## src/rtl/mprj_io_cfg_sequencer.sv

```systemverilog
// ---------------------------------------------------------------------------
// mprj_io_cfg_sequencer
//
// Walks the housekeeping register file from the highest pad index down to 0.
// Each configuration word is shifted MSB first into the daisy-chained pad
// control blocks. After the last bit, the chain load strobe is pulsed so every
// pad picks up its new mode at the same time.
//
// Parameters
//   NUM_PADS  pads in the chain (>= 1)
//   CFG_BITS  bits per pad configuration word (>= 1)
//   CLK_DIV   clock cycles per serial-clock phase, low and high (>= 1)
//
// Ports
//   clock, reset      block clock; asynchronous active-high reset
//   start             request a full chain transfer (sampled in IDLE only)
//   abort             cancel the transfer in progress (ignored in IDLE)
//   busy              transfer in progress
//   done / aborted    one-cycle completion / cancellation pulses
//   cfg_rd_idx        pad index presented to the register file
//   cfg_rd_data       combinational register-file read data for cfg_rd_idx
//   serial_clock      chain shift clock (chain samples on its rising edge)
//   serial_data       chain data
//   serial_load       chain latch strobe
//   serial_resetn     chain reset, active-low
//
// Request handshake: start is a level request that is taken only in a cycle
// where busy is low. Once taken, busy is high from the next cycle until the
// cycle in which done or aborted pulses. That same cycle may already take
// the next start. A start seen while busy is high is dropped, not queued.
//
// Every output is a flop. The next-state block works out each output's value
// for the coming cycle together with the state transition.
// ---------------------------------------------------------------------------
module mprj_io_cfg_sequencer #(
    parameter int NUM_PADS = 38,
    parameter int CFG_BITS = 13,
    parameter int CLK_DIV  = 1,
    localparam int IDX_W   = (NUM_PADS > 1) ? $clog2(NUM_PADS) : 1
) (
    input  logic                clock,
    input  logic                reset,
    input  logic                start,
    input  logic                abort,
    output logic                busy,
    output logic                done,
    output logic                aborted,
    output logic [IDX_W-1:0]    cfg_rd_idx,
    input  logic [CFG_BITS-1:0] cfg_rd_data,
    output logic                serial_clock,
    output logic                serial_data,
    output logic                serial_load,
    output logic                serial_resetn
);

    localparam int BIT_W = (CFG_BITS > 1) ? $clog2(CFG_BITS) : 1;
    localparam int PH_W  = (CLK_DIV > 1) ? $clog2(CLK_DIV) : 1;

    localparam logic [IDX_W-1:0] LAST_PAD  = IDX_W'(NUM_PADS - 1);
    localparam logic [BIT_W-1:0] LAST_BIT  = BIT_W'(CFG_BITS - 1);
    localparam logic [PH_W-1:0]  PH_RELOAD = PH_W'(CLK_DIV - 1);

    typedef enum logic [2:0] {
        S_IDLE,
        S_LOAD,
        S_SHIFT_LO,
        S_SHIFT_HI,
        S_LATCH
    } state_t;

    state_t              state;
    state_t              state_nx;
    logic [CFG_BITS-1:0] sreg;
    logic [CFG_BITS-1:0] sreg_nx;
    logic [BIT_W-1:0]    bit_cnt;
    logic [BIT_W-1:0]    bit_cnt_nx;
    logic [PH_W-1:0]     ph_cnt;
    logic [PH_W-1:0]     ph_cnt_nx;
    logic [IDX_W-1:0]    idx_nx;
    logic                phase_end;
    logic                busy_nx;
    logic                done_nx;
    logic                aborted_nx;
    logic                sclk_nx;
    logic                sdata_nx;
    logic                sload_nx;
    logic                sresetn_nx;

    assign phase_end = (ph_cnt == '0);

    always_ff @(posedge clock or posedge reset) begin
        if (reset) begin
            state         <= S_IDLE;
            sreg          <= '0;
            bit_cnt       <= '0;
            ph_cnt        <= '0;
            cfg_rd_idx    <= LAST_PAD;
            busy          <= 1'b0;
            done          <= 1'b0;
            aborted       <= 1'b0;
            serial_clock  <= 1'b0;
            serial_data   <= 1'b0;
            serial_load   <= 1'b0;
            serial_resetn <= 1'b0;
        end else begin
            state         <= state_nx;
            sreg          <= sreg_nx;
            bit_cnt       <= bit_cnt_nx;
            ph_cnt        <= ph_cnt_nx;
            cfg_rd_idx    <= idx_nx;
            busy          <= busy_nx;
            done          <= done_nx;
            aborted       <= aborted_nx;
            serial_clock  <= sclk_nx;
            serial_data   <= sdata_nx;
            serial_load   <= sload_nx;
            serial_resetn <= sresetn_nx;
        end
    end

    always_comb begin
        state_nx   = state;
        sreg_nx    = sreg;
        bit_cnt_nx = bit_cnt;
        idx_nx     = cfg_rd_idx;
        done_nx    = 1'b0;
        aborted_nx = 1'b0;
        sresetn_nx = 1'b1;
        sdata_nx   = serial_data;

        if (abort && (state != S_IDLE)) begin
            // Return to IDLE with a quiet bus. A one-cycle chain reset
            // flushes the partially shifted words.
            state_nx   = S_IDLE;
            aborted_nx = 1'b1;
            sresetn_nx = 1'b0;
            sdata_nx   = 1'b0;
        end else begin
            case (state)
                S_IDLE: begin
                    if (start) begin
                        state_nx = S_LOAD;
                        idx_nx   = LAST_PAD;
                    end
                end
                S_LOAD: begin
                    sreg_nx    = cfg_rd_data;
                    bit_cnt_nx = LAST_BIT;
                    sdata_nx   = cfg_rd_data[CFG_BITS-1];
                    state_nx   = S_SHIFT_LO;
                end
                S_SHIFT_LO: begin
                    if (phase_end) begin
                        state_nx = S_SHIFT_HI;
                    end
                end
                S_SHIFT_HI: begin
                    if (phase_end) begin
                        if (bit_cnt != '0) begin
                            sreg_nx    = sreg << 1;
                            bit_cnt_nx = bit_cnt - BIT_W'(1);
                            // The new bit goes out together with the falling
                            // edge of serial_clock. It then stays stable for
                            // the whole low phase.
                            sdata_nx   = sreg_nx[CFG_BITS-1];
                            state_nx   = S_SHIFT_LO;
                        end else if (cfg_rd_idx != '0) begin
                            idx_nx   = cfg_rd_idx - IDX_W'(1);
                            state_nx = S_LOAD;
                        end else begin
                            state_nx = S_LATCH;
                        end
                    end
                end
                S_LATCH: begin
                    if (phase_end) begin
                        state_nx = S_IDLE;
                        done_nx  = 1'b1;
                    end
                end
                default: begin
                    state_nx = S_IDLE;
                end
            endcase
        end

        // One phase counter serves every timed state. It restarts on each
        // state change. SHIFT and LATCH always leave at phase end, so each
        // of them lasts exactly CLK_DIV cycles.
        if (state_nx != state) begin
            ph_cnt_nx = PH_RELOAD;
        end else if (!phase_end) begin
            ph_cnt_nx = ph_cnt - PH_W'(1);
        end else begin
            ph_cnt_nx = ph_cnt;
        end

        busy_nx  = (state_nx != S_IDLE);
        sclk_nx  = (state_nx == S_SHIFT_HI);
        sload_nx = (state_nx == S_LATCH);
    end

endmodule
```

## config.mk

```make
export PLATFORM = sky130hd
export DESIGN_NAME = mprj_io_cfg_sequencer
export DESIGN_NICKNAME = d
export VERILOG_FILES = /design/src/rtl/mprj_io_cfg_sequencer.sv
export SDC_FILE = /design/constraint.sdc
export NUM_CORES = 1
export LEC_CHECK = 0
export BUFFER_PORTS_ARGS = -buffer_cell sky130_fd_sc_hd__buf_2
export CORE_MARGIN = 2
export CORE_UTILIZATION = 50
export DETAILED_ROUTE_END_ITERATION = 8
export HOLD_SLACK_MARGIN = 0.06
export PLACE_DENSITY = 0.73
export SLEW_MARGIN = 20
export SYNTH_ARGS = -nofsm -noshare
export SYNTH_HDL_FRONTEND = slang
export SYNTH_SLANG_ARGS = --single-unit
```

## constraint.sdc

```tcl
create_clock -name clock -period 2.52 [get_ports clock]
set_input_delay 0.504 -clock clock [delete_from_list [all_inputs] [get_ports clock]]
set_output_delay 0.504 -clock clock [all_outputs]
set_load 0.01 [all_outputs]
```

### Word level (Yosys, flattened, before mapping)

Cells that the tools add are included.

| storage, ports and cells | value |
|---|---|
| flip-flop bits (word level) | 33 |

| operators by class | value |
|---|---|
| add/sub/neg operators | 3 |
| multiplexer cells | 30 |
| reduce and logical (&&, ||, !) cells | 12 |
| equal/unequal tests | 14 |
| bitwise operators | 1 |

Operator list:

| cell | count |
|---|---|
| 12-bit 2-to-1 mux | 2 |
| 6-bit 2-to-1 mux | 4 |
| 12-bit case mux with 2 select lines | 1 |
| 3-bit 2-to-1 mux | 7 |
| 3-bit case mux with 5 select lines | 1 |
| 6-bit case mux with 2 select lines | 1 |
| 1-bit 2-to-1 mux | 10 |
| 2-bit != test (second input constant) | 5 |
| 3-bit by 2-bit equality test with 1-bit output (second input constant) | 3 |
| 3-bit nonzero test | 3 |
| 4-bit 2-to-1 mux | 2 |
| 4-bit case mux with 2 select lines | 1 |
| 3-bit equality test (second input constant) | 2 |
| 3-bit != test (second input constant) | 2 |
| 6-bit AND reduction | 1 |
| 6-bit nonzero test | 1 |
| 6-bit by 1-bit subtractor with 6-bit output (second input constant) | 1 |
| 4-bit AND reduction | 1 |
| 2-bit nonzero test | 2 |
| 4-bit nonzero test | 1 |
| 4-bit by 1-bit subtractor with 4-bit output (second input constant) | 1 |
| 3-bit by 1-bit equality test with 1-bit output (second input constant) | 1 |
| 3-bit logical NOT | 1 |
| 3-bit != test | 1 |
| 5 further kinds | 5 |

### Depth between registers and ports, before layout

Gate-level depths: netlist of run 1.

| logic depth | value |
|---|---|
| depth in word-level cells | 8 |
| depth in mapped cells | 7 |
| gate-level depth less buffers | 6 |

### Least setup slack after synthesis of run 1

Ideal clock, no wire load.

| timing | value |
|---|---|
| path kind | reg2reg |
| start | register bit_cnt[0] |
| end | register cfg_rd_idx[3] |
| stages on the path, launching flop included | 8 |
| buffers on the path | 1 |
| arrival | 1.773 ns |
| setup slack | 0.667 ns |
| path through | dfrtp_1 inv_1 ha_1 nor3b_1 or3b_1 buf_2 nor4_2 mux2i_1 |

| between the ends | value |
|---|---|
| cells in the longest elaborated chain, start to end | 3 |

RTL lines:

| element | line | text |
|---|---|---|
| from (decl) | 75 | `logic [BIT_W-1:0] bit_cnt;` |
| from (signal assigned) | 108 | `bit_cnt <= bit_cnt_nx;` |
| 4-bit nonzero test | 159 | `if (bit_cnt != '0) begin` |
| 2-bit != test (no line) | n/a |  |
| 6-bit AND reduction (no line) | n/a |  |
| to (signal assigned) | 110 | `cfg_rd_idx <= idx_nx;` |
| to (decl) | 48 | `output logic [IDX_W-1:0] cfg_rd_idx,` |

Every way passes these cells.
A chain may end at the register's enable or synchronous reset.

### Final worst setup path of run 1

Ends and elaborated chain as after synthesis.

==> impl_metrics.env, run 1 <==
export IMPL_drc=0
export IMPL_worstHoldPathType="in2async"
export IMPL_place_port_buffers=29
export IMPL_rows=20
export IMPL_via_per_inst=5.60
export IMPL_finalSetupViolCount=0
export IMPL_slew_violations=0
export IMPL_initial_utilization=0.513
export IMPL_ios=30
export IMPL_cts_tree="yes"
export IMPL_area_growth_pct=15.6
export IMPL_reg2reg_slack_ps=420
export IMPL_root_buffer="clkbuf_4"
export IMPL_fin_area_mm2=0.00178
export IMPL_timing_rr_end="cfg_rd_idx[3]"
export IMPL_ant_nets=0
export IMPL_reg2reg_from="bit_cnt[0]"
export IMPL_place_area_mm2=0.00171
export IMPL_nets=197
export IMPL_ys_top_cells_by_area="dfrtp_1 (47%), mux2i_1 (10%), dfstp_2 (5.1%)"
export IMPL_post_drt_wl_per_cell_um=13.2
export IMPL_tns_ps=0
export IMPL_crit_path_cell_trace="inv_1, ha_1, nor3b_1, or3b_1, nor4_2, mux2i_1"
export IMPL_clock_path_buffers=2
export IMPL_fmax_mhz=477
export IMPL_critPathCaptureType="register"
export IMPL_crit_family="simple AND/OR/NAND/NOR gates"
export IMPL_ys_seq_area_frac=0.522
export IMPL_cpPeakStageDelay_ps=510
export IMPL_synth_top_area_frac=0.471
export IMPL_rsz0062_at_grt="no"
export IMPL_gr_usage_all_layers=0.177
export IMPL_die_h_um=59.5
export IMPL_grt_max_degree=28
export IMPL_yosysTopAreaCell="dfrtp_1"
export IMPL_drt_pass1_iterations=4
export IMPL_antenna_found_initial=0
export IMPL_cp_required_ps=2770
export IMPL_status="completed"
export IMPL_worst_path_buf_inv=1
export IMPL_cp_depth=6
export IMPL_grt_pass1_vias=1022
export IMPL_ir_worst_vdd_mv=0.384
export IMPL_fin_cells=211
export IMPL_relSlewSlack=0.691
export IMPL_arrival_ps=2340
export IMPL_drt_initial_drc_count=68
export IMPL_synth_seq_cells=32
export IMPL_place_congestion=0.798
export IMPL_rr_worst_depth=6
export IMPL_routed_wl_um=2790
export IMPL_clk_pin_slew_ps=100
export IMPL_design_die_area_mm2=0.00354
export IMPL_post_cts_setup_buffer_count=0
export IMPL_hold_viol=0
export IMPL_grt_pass1_wl_um=4540
export IMPL_period_needed_ps=2100
export IMPL_synth_nets=166
export IMPL_ys_warn_count=0
export IMPL_max_slew_worst_pin_slew_ps=463
export IMPL_maxCapViolCount=0
export IMPL_cts_hold_buf=0
export IMPL_core_mm2=0.00300
export IMPL_fp_dieW_um=59.5
export IMPL_synth_cell_types=33
export IMPL_cts_made_buffers=5
export IMPL_fin_crit_sh=0.832
export IMPL_power_density_mw_per_mm2=898
export IMPL_path_max_fanout=7
export IMPL_insertedDiodeCount=0
export IMPL_power_leakage_nw=0.912
export IMPL_drive_gt1_frac=0.258
export IMPL_htree_levels=2
export IMPL_place_hpwl_um=1980
export IMPL_synth_area_mm2=0.00154
export IMPL_final_util=0.593
export IMPL_fin_worst_skew_ps=6.03
export IMPL_grt_overflow=0
export IMPL_path_class="reg2reg"
export IMPL_cts_resized_gates=0
export IMPL_via_count=1181
export IMPL_cts_sinks=32
export IMPL_synthCells=146
export IMPL_critPathLaunchType="register"
export IMPL_numPlacedInstances=203
export IMPL_clock_latency_ps=320
export IMPL_cp_slowest_cell="or3b_1"
export IMPL_avgSynthCellArea_um2=10.6
==> registers in the layout, summed over array words and instances, names as in the netlist <==
name	flops
state	3
serial_resetn	1
serial_data	1
cfg_rd_idx	6
aborted	1
serial_clock	1
busy	1
done	1
serial_load	1
bit_cnt	4
sreg	12
==> final cells by class <==
| cell class | instances | area (um^2) |
|---|---|---|
| Fill cell | 257 | 1220 |
| Sequential cell | 32 | 805 |
| Multi-Input combinational cell | 100 | 673 |
| Timing Repair Buffer | 31 | 160 |
| Clock buffer | 6 | 41.3 |
| Tap cell | 33 | 41.3 |
| Clock inverter | 2 | 35.0 |
| Inverter | 7 | 26.3 |
==> metal layers <==
layer | GRT usage | share of wire
met5 | 0 | 0
met4 | 0.0762 | 0.014
met3 | 0.0590 | 0.051
met2 | 0.262 | 0.49
met1 | 0.237 | 0.45
==> how the worst max path moves through the flow <==
stage                     startpoint       endpoint  slack (ps)
after CTS                 bit_cnt[0]  cfg_rd_idx[3]         420
after global placement    bit_cnt[0]  cfg_rd_idx[3]         590
after detailed placement  bit_cnt[0]  cfg_rd_idx[3]         460
after floorplan           bit_cnt[0]  cfg_rd_idx[3]         670
after global routing      bit_cnt[0]  cfg_rd_idx[3]         210
final                     bit_cnt[0]  cfg_rd_idx[3]         420
==> report_power, final <==
| group | internal, mW | switching (mW) |
|---|---|---|
| Combinational | 0.202 | 0.234 |
| Sequential | 0.670 | 0.117 |
| Clock | 0.208 | 0.168 |
| Total | 1.08 | 0.519 |
==> per-stage QoR <==
stage / total power, mW / setup slack, ps / hold WS [ps]
3_3_place_gp: 1.21 / 589 / 460
4_1_cts: 1.62 / 420 / 162
2_1_floorplan: 1.11 / 667 / 446
3_5_place_dp: 1.24 / 458 / 470
5_1_grt: 1.73 / 208 / 176
6_report: 1.60 / 424 / 171
==> cell usage in the layout, fill, tap and decap left out, types with 2 or more instances in the layout <==
| master | synthesis | layout |
|---|---|---|
| nand3_1 | 4 | 4 |
| nor2b_1 | 3 | 3 |
| o21ai_0 | 13 | 13 |
| nand2_1 | 21 | 21 |
| xor2_1 | 2 | 2 |
| inv_1 | 7 | 7 |
| dfstp_2 | 3 | 3 |
| nor4b_1 | 3 | 3 |
| nor3_1 | 5 | 5 |
| o31ai_1 | 2 | 2 |
| nor2_1 | 4 | 4 |
| clkbuf_4 | 0 | 5 |
| mux2i_1 | 16 | 16 |
| a21oi_1 | 4 | 4 |
| or3_1 | 5 | 5 |
| buf_4 | 0 | 2 |
| dfrtp_1 | 29 | 29 |
| nor3b_1 | 3 | 3 |
| ha_1 | 3 | 3 |
| buf_2 | 3 | 29 |
==> cell families (layout without fill, tap and decap cells) <==
kind of cell               count (synthesis)  count (layout)  share of synthesized area
muxes                                     17              17                      0.111
xor gates and xnor gates                   2               2                     0.0114
DFF                                       32              32                      0.522
adders and majority gates                  3               3                     0.0244
buffers and inverters                     14              46                     0.0414
and+or+nand+nor                           56              56                      0.210
AOI/OAI and AO/OA                         22              22                     0.0795
==> cells in the mapped netlist <==
cell,count
buf_1,1
dfrtp_1,29
nand4bb_1,1
or4b_4,1
nand3_1,4
xor2_1,2
mux2i_1,16
buf_6,1
or3b_1,1
or2_2,1
nand4_1,1
inv_1,7
nor2b_1,3
or3_1,5
nor4_2,1
o21ai_0,13
nor3b_1,3
o21ai_1,1
nand2_1,21
nor3_1,5
o31ai_1,2
nor4b_1,3
clkbuf_1,2
ha_1,3
nand3b_1,1
a32o_1,1
nand3b_4,1
mux2_2,1
a21o_1,1
dfstp_2,3
a21oi_1,4
buf_2,3
nor2_1,4
Power figures use the tool's default switching activity.
==> run 2: changes to the inputs <==
CORE_UTILIZATION = 48   (was 50)
PLACE_DENSITY = 0.74   (was 0.73)
clock period = 1.8 ns   (was 2.52 ns; I/O delays follow)
==> impl_metrics.env, run 2 (same netlist as run 1, synthesis figures left out) <==
export IMPL_max_slew_worst_pin_slew_ps=618
export IMPL_nets=212
export IMPL_drc=0
export IMPL_drt_initial_drc_count=31
export IMPL_critPathLaunch="bit_cnt[1]"
export IMPL_final_cell_mix="dfrtp_1 (29), buf_2 (29), nand2_1 (21)"
export IMPL_netSwitchingPower_mw=0.769
export IMPL_critPathLaunchType="register"
export IMPL_root_buffer="clkbuf_4"
export IMPL_ir_worst_vdd_mv=0.564
export IMPL_fp_dieW_um=60.7
export IMPL_setup_ws_ps=44.5
export IMPL_fin_crit_sh=0.975
export IMPL_worstHoldPathType="in2async"
export IMPL_maxCapViolCount=0
export IMPL_rsz0062_at_grt="yes"
export IMPL_cts_hold_buf=0
export IMPL_core_mm2=0.00305
export IMPL_clk_pin_slew_ps=100
export IMPL_post_drt_wl_per_cell_um=12.6
export IMPL_htree_levels=2
export IMPL_hold_viol=0
export IMPL_drive_gt1_frac=0.375
export IMPL_insertedDiodeCount=0
export IMPL_die_h_um=60.7
export IMPL_power_density_mw_per_mm2=1140
export IMPL_cp_required_ps=2070
export IMPL_ios=30
export IMPL_path_max_fanout=6
export IMPL_period_needed_ps=1760
export IMPL_critPathCaptureType="register"
export IMPL_power_leakage_nw=0.979
export IMPL_grt_pass1_wl_um=5080
export IMPL_post_place_ws_ps=-50.1
export IMPL_design_die_area_mm2=0.00368
export IMPL_relSlewSlack=0.588
export IMPL_initial_utilization=0.505
export IMPL_rows=20
export IMPL_clock_path_buffers=2
export IMPL_place_port_buffers=29
export IMPL_regMostFlops="sreg"
export IMPL_place_congestion=0.792
export IMPL_largest_reg_flops=12
export IMPL_area_growth_pct=27.3
export IMPL_place_area_mm2=0.00182
export IMPL_reg2reg_from="bit_cnt[1]"
export IMPL_finalSetupViolCount=0
export IMPL_cts_sinks=32
export IMPL_reg_largest_list="sreg (12), cfg_rd_idx (6), bit_cnt (4)"
export IMPL_antenna_found_initial=0
export IMPL_pwr_share_clk=0.167
export IMPL_p_seq_frac=0.483
export IMPL_grt_overflow=0
export IMPL_via_per_inst=5.10
export IMPL_fin_area_mm2=0.00196
export IMPL_gr_usage_all_layers=0.189
export IMPL_place_hpwl_um=2150
export IMPL_comb_power_share=0.350
export IMPL_clock_latency_ps=330
export IMPL_cts_tree="yes"
export IMPL_arrival_ps=2020
export IMPL_via_count=1203
export IMPL_ant_nets=0
export IMPL_fmax_mhz=570
export IMPL_grt_pass1_vias=1163
export IMPL_path_class="reg2reg"
export IMPL_final_util=0.643
export IMPL_status="completed"
export IMPL_switching_share=0.343
export IMPL_grt_max_degree=28
export IMPL_drt_pass1_iterations=4
export IMPL_cts_made_buffers=5
export IMPL_intPower_mw=1.47
export IMPL_fin_worst_skew_ps=8.99
export IMPL_slew_violations=0
export IMPL_routed_wl_um=2970
-- run 2: worst paths after layout --
| path | end | slack (ps) | cells past startpoint |
|---|---|---|---|
| max | cfg_rd_idx[5] | 40 | 6 |
| min | state[1] | 90 | 2 |
| max reg2reg | cfg_rd_idx[5] | 40 | 6 |
| min reg2reg | sreg[7] | 490 | 2 |
| max in group asynchronous | bit_cnt[2] | 1200 | 3 |
| min in group clock | sreg[0] | 270 | 2 |
-- run 2: area by class of cell --
| class | instances | area [um^2] |
|---|---|---|
| clock buffer | 6 | 41.3 |
| tap | 44 | 55.1 |
| timing repair buffer | 46 | 285 |
| inverter | 7 | 26.3 |
| sequential | 32 | 805 |
| fill | 256 | 1090 |
| multi-input combinational | 100 | 744 |
| clock inverter | 1 | 5.00 |
-- run 2: worst max-delay path, cell delays in order (launching register included) --
cell and delay, ps:
dfrtp_1 390, inv_1 60, ha_2 180, nor3b_4 190, or3b_4 460, or3_1 330, nand3_1 90
-- run 2: power groups by stage --
stage               Sequential, mW  Combinational [mW]  Clock (mW)
CTS                           1.07               0.743       0.389
finish                        1.08               0.785       0.373
detailed placement            1.09               0.725           0
global route                  1.11               0.881       0.417
global placement              1.08               0.691           0
floorplan                     1.07               0.501           0
-- run 2: per-layer routing --
metal	vias up	wire [um]	GRT usage
li1	601	-	-
met2	23	1460	0.301
met3	5	134	0.0597
met4	0	27	0.0652
met5	-	0	0
met1	574	1340	0.246
-- run 2: stage by stage --
step	cells	hold WS [ps]	setup TNS (ps)	power (mW)
detailed placement	225	471	-106	1.82
floorplan	146	431	0	1.57
global route	236	134	-249	2.41
global placement	225	450	0	1.77
CTS	233	105	0	2.21
finish	236	85.4	0	2.24
-- run 2: repair_timing --
item	4_1_cts	5_1_grt
setup endpoints to repair	6	7
setup buffers	1	3
gates resized for setup	8	8
pin swaps	1	6
==> run 3: changes to the inputs <==
CORE_UTILIZATION = 50   (was 48)
PLACE_DENSITY = 0.73   (was 0.74)
clock period = 1.9 ns   (was 1.8 ns; I/O delays follow)
==> impl_metrics.env, run 3 (same netlist as run 1, synthesis figures left out) <==
export IMPL_routed_wl_um=2710
export IMPL_critPathLaunchType="register"
export IMPL_gr_usage_all_layers=0.178
export IMPL_drt_initial_drc_count=31
export IMPL_insertedDiodeCount=0
export IMPL_path_max_fanout=6
export IMPL_nets=205
export IMPL_fillers=275
export IMPL_area_growth_pct=18.6
export IMPL_drive_gt1_frac=0.308
export IMPL_post_place_ws_ps=-47.1
export IMPL_status="completed"
export IMPL_clk_pin_slew_ps=90
export IMPL_power_total_mw=2.03
export IMPL_reg2reg_slack_ps=70
export IMPL_cts_tree="yes"
export IMPL_drt_pass1_iterations=4
export IMPL_path_class="reg2reg"
export IMPL_fin_crit_sh=0.961
export IMPL_relSlewSlack=0.733
export IMPL_via_count=1169
export IMPL_core_mm2=0.00300
export IMPL_hold_viol=0
export IMPL_fin_worst_skew_ps=9.79
export IMPL_ir_worst_vdd_mv=0.612
export IMPL_final_cell_mix="dfrtp_1 (29), buf_2 (29), nand2_1 (21)"
export IMPL_design_die_area_mm2=0.00354
export IMPL_max_slew_worst_pin_slew_ps=394
export IMPL_post_drt_wl_per_cell_um=12.4
export IMPL_root_buffer="clkbuf_4"
export IMPL_grt_pass1_wl_um=4600
export IMPL_whs_ps=114
export IMPL_setup_ws_ps=74.4
export IMPL_initial_utilization=0.513
export IMPL_fin_cells=218
export IMPL_cts_made_buffers=5
export IMPL_drc=0
export IMPL_worstHoldPathType="in2async"
export IMPL_maxCapViolCount=0
export IMPL_fin_area_mm2=0.00183
export IMPL_slew_violations=0
export IMPL_cts_sinks=32
export IMPL_place_hpwl_um=1990
export IMPL_regMostFlops="sreg"
export IMPL_period_needed_ps=1830
export IMPL_ant_nets=0
export IMPL_fp_dieW_um=59.5
export IMPL_clock_path_buffers=2
export IMPL_place_port_buffers=29
export IMPL_power_density_mw_per_mm2=1110
export IMPL_arrival_ps=2080
export IMPL_numPlacedInstances=210
export IMPL_grt_overflow=0
export IMPL_antenna_found_initial=0
export IMPL_die_h_um=59.5
export IMPL_place_area_mm2=0.00176
export IMPL_clock_latency_ps=320
export IMPL_critPathCaptureType="register"
export IMPL_rsz0062_at_grt="yes"
export IMPL_power_leakage_nw=0.942
export IMPL_grt_pass1_vias=1047
export IMPL_rows=20
export IMPL_via_per_inst=5.36
export IMPL_largest_reg_flops=12
export IMPL_grt_max_degree=33
export IMPL_htree_levels=2
export IMPL_place_congestion=0.807
export IMPL_reg_largest_list="sreg (12), cfg_rd_idx (6), bit_cnt (4)"
export IMPL_cp_required_ps=2150
export IMPL_finalSetupViolCount=0
export IMPL_final_util=0.609
export IMPL_tns_ps=0
export IMPL_fmax_mhz=548
export IMPL_ios=30
[run 3: worst paths after layout]
| check | cells past startpoint | to | startpoint |
|---|---|---|---|
| worst max-delay path | 6 | cfg_rd_idx[3] | bit_cnt[1] |
| worst min-delay path | 3 | busy | reset |
| worst max register to register | 6 | cfg_rd_idx[3] | bit_cnt[1] |
| worst min register to register | 2 | sreg[1] | sreg[1] |
| max in group asynchronous | 3 | cfg_rd_idx[0] | reset |
| min in group clock | 2 | done | abort |
[run 3: critical path, cell delays in order, from the launching register on]
cell     delay [ps]
dfrtp_1         400
inv_1            60
ha_1            170
nor3b_2         200
or3b_4          440
nor4_2          260
mux2i_1         230
[run 3: metal layers]
layer	global-route usage	share of wire
met1	0.212	0.43
met2	0.294	0.48
met3	0.0590	0.067
met4	0.0762	0.019
met5	0	0
[run 3: area by class of cell]
| cell class | instances | area [um^2] | area share |
|---|---|---|---|
| Clock buffer | 6 | 41.3 | 0.0226 |
| Sequential cell | 32 | 805 | 0.440 |
| Timing Repair Buffer | 39 | 220 | 0.120 |
| Tap cell | 33 | 41.3 | 0.0226 |
| Multi-Input combinational cell | 100 | 689 | 0.377 |
| Clock inverter | 1 | 5.00 | 0.00274 |
| Inverter | 7 | 26.3 | 0.0144 |
[run 3: power breakdown]
part           total [mW]  switching [mW]  internal [mW]
Combinational       0.660           0.346          0.315
Clock               0.349           0.213          0.136
Sequential           1.02           0.128          0.890
Total                2.03           0.686           1.34
[run 3: what timing repair did]
| action | in CTS | in global routing |
|---|---|---|
| resized for setup | 2 | 2 |
| setup endpoints to repair | 4 | 3 |
| setup buffers | 0 | 1 |
| hold buffers | 0 | 0 |
| endpoints found under the hold margin | 0 | 0 |
